**src/rtl/cache_controller.sv**
```systemverilog
// rtl/cache_controller.sv - control FSM for the cache: hit lookup, victim writeback, line fill
//
// Purpose
//    Accepts one CPU request at a time and drives the control strobes of the
//    cache datapath (controller end of the cache-internal interface, flattened
//    to plain ports). A hit completes directly from LOOKUP. A miss optionally
//    writes the dirty victim back, fills the line word by word over the hmem
//    handshake, installs it and replays the lookup, which then hits.
//    The datapath owns all tag/data storage and the line-word counter.
//
// Optional feature
//    CACHE_CTRL_STATS_EN : when defined, count_hit/count_miss/count_read/
//    count_write pulse once per request at the first LOOKUP. When undefined
//    they are tied low and the replay flag is not built.
//
// Parameters
//    HMEM_WAIT_LIMIT : max consecutive WRITEBACK/FILL cycles without hmem_ack
//                      before aborting the request; 0 disables the watchdog.
//
// Ports
//    clk_i, reset_i                  clock, synchronous active-high reset
//    *_o (15 datapath strobes)       process_lru_counters, perform_write,
//                                    set/clear_selected_dirty_bit,
//                                    clear_selected_valid_bit,
//                                    set_hmem_block_address,
//                                    use_victim_tag_for_hmem_block_address,
//                                    reset_counter, decrement_counter,
//                                    miss_recovery_mode, finish_new_line_install,
//                                    count_hit, count_miss, count_read, count_write
//    counter_done_i                  datapath word counter is on the last word
//    valid_block_match_i             requested block is present
//    valid_dirty_bit_i               selected victim line is valid and dirty
//    req_valid_i, req_write_i        CPU request and its direction
//    req_ready_o, resp_valid_o       ready to accept / one-cycle completion pulse
//    hmem_req_valid_o                hmem word transfer requested
//    hmem_req_write_o                1 = writeback word, 0 = fill word
//    hmem_ack_i                      hmem accepted/returned the current word
//    hmem_timeout_o                  sticky watchdog error flag

module cache_controller #(
   parameter int HMEM_WAIT_LIMIT = 0
) (
   input  logic clk_i,
   input  logic reset_i,

   output logic process_lru_counters_o,
   output logic perform_write_o,
   output logic set_selected_dirty_bit_o,
   output logic clear_selected_dirty_bit_o,
   output logic clear_selected_valid_bit_o,
   output logic set_hmem_block_address_o,
   output logic use_victim_tag_for_hmem_block_address_o,
   output logic reset_counter_o,
   output logic decrement_counter_o,
   output logic miss_recovery_mode_o,
   output logic finish_new_line_install_o,
   output logic count_hit_o,
   output logic count_miss_o,
   output logic count_read_o,
   output logic count_write_o,
   input  logic counter_done_i,
   input  logic valid_block_match_i,
   input  logic valid_dirty_bit_i,

   input  logic req_valid_i,
   input  logic req_write_i,
   output logic req_ready_o,
   output logic resp_valid_o,

   output logic hmem_req_valid_o,
   output logic hmem_req_write_o,
   input  logic hmem_ack_i,
   output logic hmem_timeout_o
);

   localparam logic [2:0] S_IDLE      = 3'd0;
   localparam logic [2:0] S_LOOKUP    = 3'd1;
   localparam logic [2:0] S_WRITEBACK = 3'd2;
   localparam logic [2:0] S_FILL      = 3'd3;
   localparam logic [2:0] S_INSTALL   = 3'd4;

   // Wide enough to hold 0 .. HMEM_WAIT_LIMIT-1, never narrower than 1 bit.
   localparam int WCW = $clog2(HMEM_WAIT_LIMIT + 2);

   logic [2:0]     state_q, state_d;
   logic           active_q;
   logic           write_q, write_d;
   logic [WCW-1:0] wait_cnt_q, wait_cnt_d;
   logic           timeout_q, timeout_d;
   logic           accept;
   logic           wd_expire;

   // active_q holds req_ready low for the first cycle after reset so every
   // output reads 0 until one clean edge has passed with reset low.
   assign accept = (state_q == S_IDLE) && active_q && req_valid_i;

   // Expires in the cycle that would be the LIMIT-th consecutive ack-less
   // hmem cycle; the abort happens on the edge that ends that cycle.
   assign wd_expire = (HMEM_WAIT_LIMIT > 0) && !hmem_ack_i &&
                      (int'(wait_cnt_q) == HMEM_WAIT_LIMIT - 1);

`ifdef CACHE_CTRL_STATS_EN
   // Set by INSTALL so the replayed LOOKUP does not count the access twice.
   logic replay_q, replay_d;

   always_comb begin
      replay_d = replay_q;
      if (accept) begin
         replay_d = 1'b0;
      end else if (state_q == S_INSTALL) begin
         replay_d = 1'b1;
      end
   end

   always_ff @(posedge clk_i) begin
      if (reset_i) begin
         replay_q <= 1'b0;
      end else begin
         replay_q <= replay_d;
      end
   end
`endif

   // Next-state logic
   always_comb begin
      state_d    = state_q;
      write_d    = write_q;
      wait_cnt_d = wait_cnt_q;
      timeout_d  = timeout_q;

      case (state_q)
         S_IDLE: begin
            if (accept) begin
               write_d = req_write_i;
               state_d = S_LOOKUP;
            end
         end

         S_LOOKUP: begin
            if (valid_block_match_i) begin
               state_d = S_IDLE;
            end else begin
               wait_cnt_d = '0;
               state_d    = valid_dirty_bit_i ? S_WRITEBACK : S_FILL;
            end
         end

         S_WRITEBACK: begin
            if (hmem_ack_i) begin
               wait_cnt_d = '0;
               if (counter_done_i) begin
                  state_d = S_FILL;
               end
            end else if (wd_expire) begin
               timeout_d = 1'b1;
               state_d   = S_IDLE;
            end else begin
               wait_cnt_d = wait_cnt_q + WCW'(1);
            end
         end

         S_FILL: begin
            if (hmem_ack_i) begin
               wait_cnt_d = '0;
               if (counter_done_i) begin
                  state_d = S_INSTALL;
               end
            end else if (wd_expire) begin
               timeout_d = 1'b1;
               state_d   = S_IDLE;
            end else begin
               wait_cnt_d = wait_cnt_q + WCW'(1);
            end
         end

         S_INSTALL: begin
            state_d = S_LOOKUP;
         end

         default: begin
            state_d = S_IDLE;
         end
      endcase
   end

   // Output decode: all strobes are combinational from state and inputs.
   always_comb begin
      process_lru_counters_o                  = 1'b0;
      perform_write_o                         = 1'b0;
      set_selected_dirty_bit_o                = 1'b0;
      clear_selected_dirty_bit_o              = 1'b0;
      clear_selected_valid_bit_o              = 1'b0;
      set_hmem_block_address_o                = 1'b0;
      use_victim_tag_for_hmem_block_address_o = 1'b0;
      reset_counter_o                         = 1'b0;
      decrement_counter_o                     = 1'b0;
      miss_recovery_mode_o                    = 1'b0;
      finish_new_line_install_o               = 1'b0;
      count_hit_o                             = 1'b0;
      count_miss_o                            = 1'b0;
      count_read_o                            = 1'b0;
      count_write_o                           = 1'b0;
      req_ready_o                             = 1'b0;
      resp_valid_o                            = 1'b0;
      hmem_req_valid_o                        = 1'b0;
      hmem_req_write_o                        = 1'b0;

      case (state_q)
         S_IDLE: begin
            req_ready_o = active_q;
         end

         S_LOOKUP: begin
            if (valid_block_match_i) begin
               process_lru_counters_o = 1'b1;
               resp_valid_o           = 1'b1;
               if (write_q) begin
                  perform_write_o          = 1'b1;
                  set_selected_dirty_bit_o = 1'b1;
               end
            end else begin
               set_hmem_block_address_o = 1'b1;
               reset_counter_o          = 1'b1;
               if (valid_dirty_bit_i) begin
                  use_victim_tag_for_hmem_block_address_o = 1'b1;
               end else begin
                  clear_selected_valid_bit_o = 1'b1;
               end
            end
`ifdef CACHE_CTRL_STATS_EN
            if (!replay_q) begin
               count_hit_o   = valid_block_match_i;
               count_miss_o  = !valid_block_match_i;
               count_read_o  = !write_q;
               count_write_o = write_q;
            end
`endif
         end

         S_WRITEBACK: begin
            miss_recovery_mode_o = 1'b1;
            hmem_req_valid_o     = 1'b1;
            hmem_req_write_o     = 1'b1;
            if (hmem_ack_i) begin
               if (counter_done_i) begin
                  // Last victim word: retire the victim and point hmem at the
                  // requested block for the fill that follows.
                  clear_selected_dirty_bit_o = 1'b1;
                  clear_selected_valid_bit_o = 1'b1;
                  set_hmem_block_address_o   = 1'b1;
                  reset_counter_o            = 1'b1;
               end else begin
                  decrement_counter_o = 1'b1;
               end
            end
         end

         S_FILL: begin
            miss_recovery_mode_o = 1'b1;
            hmem_req_valid_o     = 1'b1;
            if (hmem_ack_i) begin
               perform_write_o     = 1'b1;
               decrement_counter_o = !counter_done_i;
            end
         end

         S_INSTALL: begin
            finish_new_line_install_o = 1'b1;
         end

         default: begin
         end
      endcase
   end

   assign hmem_timeout_o = timeout_q;

   always_ff @(posedge clk_i) begin
      if (reset_i) begin
         state_q    <= S_IDLE;
         active_q   <= 1'b0;
         write_q    <= 1'b0;
         wait_cnt_q <= '0;
         timeout_q  <= 1'b0;
      end else begin
         state_q    <= state_d;
         active_q   <= 1'b1;
         write_q    <= write_d;
         wait_cnt_q <= wait_cnt_d;
         timeout_q  <= timeout_d;
      end
   end

endmodule

```
**config.mk**
```make
export PLATFORM = sky130hd
export DESIGN_NAME = cache_controller
export DESIGN_NICKNAME = d
export VERILOG_FILES = /design/src/rtl/cache_controller.sv
export SDC_FILE = /design/constraint.sdc
export NUM_CORES = 1
export LEC_CHECK = 0
export CAP_MARGIN = 20
export CORE_AREA = 2 2 39 41
export DETAILED_ROUTE_END_ITERATION = 10
export DIE_AREA = 0 0 41 43
export PLACE_DENSITY = 0.72
export SLEW_MARGIN = 20
export SYNTH_ARGS = -nofsm -noshare
export SYNTH_HDL_FRONTEND = slang
export SYNTH_SLANG_ARGS = --single-unit
```
**constraint.sdc**
```tcl
create_clock -name clk_i -period 2.6 [get_ports clk_i]
set_clock_uncertainty 0.2 [all_clocks]
set_input_delay 0.52 -clock clk_i [delete_from_list [all_inputs] [get_ports clk_i]]
set_output_delay 0.52 -clock clk_i [all_outputs]
set_load 0.02 [all_outputs]
```
Word level (Yosys, flattened, before mapping)

Index checks and enable logic that the tools add are counted.

Word-level logic and storage cells: 54
Register bits after elaboration: 5
Output and inout bits: 20

Multiplexer cells: 35
Eq/ne operators: 9
Reduce and logical (&&, ||, !) cells: 7

Operators with widths:

| kind                                                                  | count |
|---|---|
| 1-bit two-way mux                                                     | 24 |
| 3-bit two-way mux                                                     | 5 |
| 3-bit one-hot mux with 5 select lines                                 | 1 |
| 2-bit inequality test, second input constant                          | 5 |
| 1-bit one-hot mux with 2 select lines                                 | 4 |
| 3-bit by 2-bit equality test with 1-bit output, second input constant | 2 |
| 5-bit AND reduction                                                   | 1 |
| 3-bit by 1-bit equality test with 1-bit output, second input constant | 1 |
| 3-bit equality test, second input constant                            | 1 |
| 3-bit logical NOT                                                     | 1 |
| 1-bit logical AND                                                     | 2 |
| 2-bit two-way mux                                                     | 1 |
| 2-bit AND reduction                                                   | 1 |
| 2-bit OR reduction                                                    | 1 |
| 1-bit logical NOT                                                     | 1 |

Logic depth before layout (Yosys ltp)

Gate-level depths: netlist (run 1).

Depth after elaboration: 5
Mapped depth: 5

Worst setup path before layout (run 1)

No wires, ideal clock.

Path kind: input port to output port
Start: input port valid_block_match_i
End: output port set_hmem_block_address_o
Arrival time: 1534 ps
Stages on the path: 4
Path slack: 346 ps
Cell sequence: or3b_4 > o21a_1 > nor2_1 > buf_4

Longest elaborated chain between the ends: 2

Ends and longest elaborated chain:

| item                                  | RTL line | text |
|---|---|---|
| start, declared                       | 62       | `input logic valid_block_match_i,` |
| 1-bit two-way mux                     | --       |  |
| 1-bit one-hot mux with 2 select lines | --       |  |
| end, declared                         | 51       | `output logic set_hmem_block_address_o,` |

Every way passes these cells.

Final worst setup path (run 1)

Start: input port valid_block_match_i
End: output port clear_selected_valid_bit_o

Longest elaborated chain between the ends: 2

Ends and longest elaborated chain:

| item                                  | RTL line | text |
|---|---|---|
| 1-bit two-way mux                     | 214      | `if (valid_block_match_i) begin` |
| 1-bit one-hot mux with 2 select lines | 208      | `case (state_q)` |
| end, declared                         | 50       | `output logic clear_selected_valid_bit_o,` |

Every way passes these cells.

==> impl_metrics.py, run 1 <==
metrics = {
    "status": {
        "outcome": "completed",
    },
    "floorplanning": {
        "start_util_pct": 29.8,
        "dieWidth_um": 41,
        "die-area_um2": 1760,
        "core_um2": 1380,
        "ios": 28,
        "rows": 14,
        "die_h_um": 43,
    },
    "clock_tree": {
        "hold_buffers": 0,
        "path_clk_slew_ns": 0.04,
        "cts_sinks": 5,
        "cts_buffer_depth": 2,
        "cts_tree": "built",
        "post_cts_buffers": 0,
        "clockRootBuffer": "clkbuf_4",
        "clkLatencyLatePin_ns": 0.24,
        "cts_made_buffers": 3,
        "cts-htree-levels": 1,
    },
    "critical_path": {
        "critical_path.max_stage_delay_ns": 0.44,
        "worstPathCellList": "clkdlybuf4s50_1 > or3b_4 > o22a_1 > nor2_1 > buf_2",
        "path_max_fanout": 4,
        "worstSetupStartpointType": "input pin",
        "cp.required_ns": 1.88,
        "timing.critical_path.to_type": "output pin",
        "crit_arrival_ns": 1.79,
        "worstSetupPathType": "input pin to output pin",
        "crit_path_top_delay_cell": "clkdlybuf4s50_1",
    },
    "timing": {
        "hold_viol": 0,
        "fin_crit_ns": 2.51,
        "setup_viol": 0,
        "max_freq_mhz": 398,
        "slew_viol_final": 0,
        "rsz0062_at_grt": "no",
        "fin_crit_sh_pct": 96.6,
    },
    "detailed_routing": {
        "drtIter0Drc": 6,
        "first_pass_iters": 4,
        "ant_nets": 0,
        "post_drt_wl_per_cell_um": 9.80,
        "routed_wl_um": 911,
        "drc": 0,
        "vias": 432,
        "viasPerCell": 4.65,
    },
    "synth": {
        "yosysSeqAreaShare_pct": 24.2,
        "ys.flop_type": "dfxtp_1",
        "syn_inst": 50,
        "async_reset_ff_share_pct": 0,
        "synth_commonest_cells": "8 x buf_4, 5 x dfxtp_1, 4 x nor2_1, 3 x inv_1, 3 x nand2_1",
        "synthDistinctLibCells": 26,
        "avgSynthCellArea_um2": 8.26,
        "synth-edff-count": 0,
        "yosysMostFrequentCell": "buf_4",
        "synth_top_area_cell": "dfxtp_1",
        "synthesis.area_um2": 413,
        "synth_top_area_share_pct": 24.2,
        "ys_seq_elements": 5,
        "ys_warn_count": 0,
        "synth_area_leaders": "dfxtp_1 24%, buf_4 15%, nor4b_4 5.8%",
    },
    "global_route": {
        "grt-ovfl-total": 0,
        "grt_max_degree": 10,
        "antenna_found_initial": 0,
        "grt_util_all_layers_pct": 12.4,
        "grt_pass1_wl_um": 1500,
        "grt_pass1_vias": 393,
    },
    "place": {
        "postPlaceCellArea_um2": 647,
        "dpl.hpwl_um": 746,
        "io_buffers": 22,
        "gp_congestion": 0.685,
        "place_inst": 89,
    },
    "layout": {
        "fin_nets": 86,
        "design_area_um2": 647,
        "drive_above_1_share_pct": 27.3,
        "final_cells": 93,
        "synthToLayoutAreaGrowth_pct": 56.7,
        "diodes": 0,
        "n_fill_cell": 146,
    },
    "flow_run": {
        "maxCapViolCount": 0,
    },
    "power": {
        "p_leak_nw": 0.326,
        "ir_drop_mv": 0.330,
        "report.power.total_w": 0.000263,
        "power.density_nw_per_um2": 406,
    },
    "worst_hold_path": {
        "hold_path.class": "register to register",
    },
}
-- power breakdown --
part / leakage, nW / switching, W / internal, W / total, W
sequential: 0.0415 / 0.00000581 / 0.0000814 / 0.0000873
combinational: 0.269 / 0.0000437 / 0.0000428 / 0.0000865
clock: 0.0150 / 0.0000311 / 0.0000580 / 0.0000891
-- cell type report --
class	instances	area (um^2)	area share (%)
multi-input combinational	35	235	36.4
timing repair buffer	30	253	39.1
sequential	5	101	15.7
tap	16	20.0	3.09
clock buffer	4	26.3	4.06
inverter	3	11.3	1.74
-- through the flow --
step	setup TNS (ns)	worst slack, ns	utilization, %	hold slack [ns]
finish	0	0.0891	46.7	0.418
global route	0	0.0140	46.7	0.478
CTS	0	0.00263	47.8	0.427
detailed placement	-1.97	-0.368	46.7	0.410
global placement	-1.96	-0.347	46.7	0.403
floorplan	0	0.346	-	0.364
-- cells in the final DEF, fill, tap and decap left out, types with 2 or more instances in the layout --
master           count
a21oi_1              2
nand3_1              2
conb_1               5
inv_1                3
dfxtp_1              4
buf_2                4
nand2_1              3
nand2b_1             2
clkdlybuf4s50_1     12
nor2_1               4
buf_4                8
a211oi_1             2
dlygate4sd2_1        4
nor3b_1              2
clkbuf_4             3
-- worst max-delay path, delay by kind of cell --
| kind | cells | cell delay, ns |
|---|---|---|
| buffers and inverters | 2 | 0.60 |
| AOI/OAI and AO/OA | 1 | 0.18 |
| and+or+nand+nor | 2 | 0.48 |
-- per-layer routing --
metal  global-route usage [%]  part of all wire, %  vias to the layer above
li1                         -                    -                      216
met1                     16.1                   42                      202
met2                     17.5                   49                       14
met3                     9.42                  8.7                        0
met4                        0                    0                        0
met5                        0                    0                        -
-- sequential cells by signal, indices dropped and copies added (netlist names) --
name	flops
state_q	3
write_q	1
active_q	1
-- cells by family (layout without fill, tap and decap cells) --
logic type | count (synthesis) | in the layout | share of synthesized area, %
flip-flops | 5 | 5 | 24.2
AO/OA/AOI/OAI | 9 | 9 | 16.7
multiplexers | 1 | 1 | 2.42
other | 1 | 5 | 0.908
AND/OR/NAND/NOR | 20 | 20 | 33.3
buffers and inverters | 14 | 37 | 22.4
-- what timing repair did --
item / CTS / global route
pin swaps: 0 / 0
gates resized for setup: 22 / 4
setup endpoints to repair: 10 / 4
-- final timing paths --
check	startpoint	to	slack, ns	cells past startpoint
max	valid_block_match_i	clear_selected_valid_bit_o	0.09	5
min	write_q	write_q	0.42	3
max reg2reg	state_q[1]	state_q[0]	1.20	4
min reg2reg	write_q	write_q	0.42	3
Note: power is estimated with default switching activity, not from simulation.
==> inputs of run 2 (changes only) <==
--- a/config.mk
+++ b/config.mk
@@ -9,6 +9,7 @@
 export CORE_AREA = 2 2 39 41
 export DETAILED_ROUTE_END_ITERATION = 10
 export DIE_AREA = 0 0 41 43
+export MAX_ROUTING_LAYER = met4
 export PLACE_DENSITY = 0.72
 export SLEW_MARGIN = 20
 export SYNTH_ARGS = -nofsm -noshare
==> results of run 2 <==
The final DEF is identical to that of run 1; final timing and power are the same.
Main changes from that run: final weighted congestion in routability-driven placement 0.685 -> 0.692; overall routing resource usage 12.4% -> 12.8%
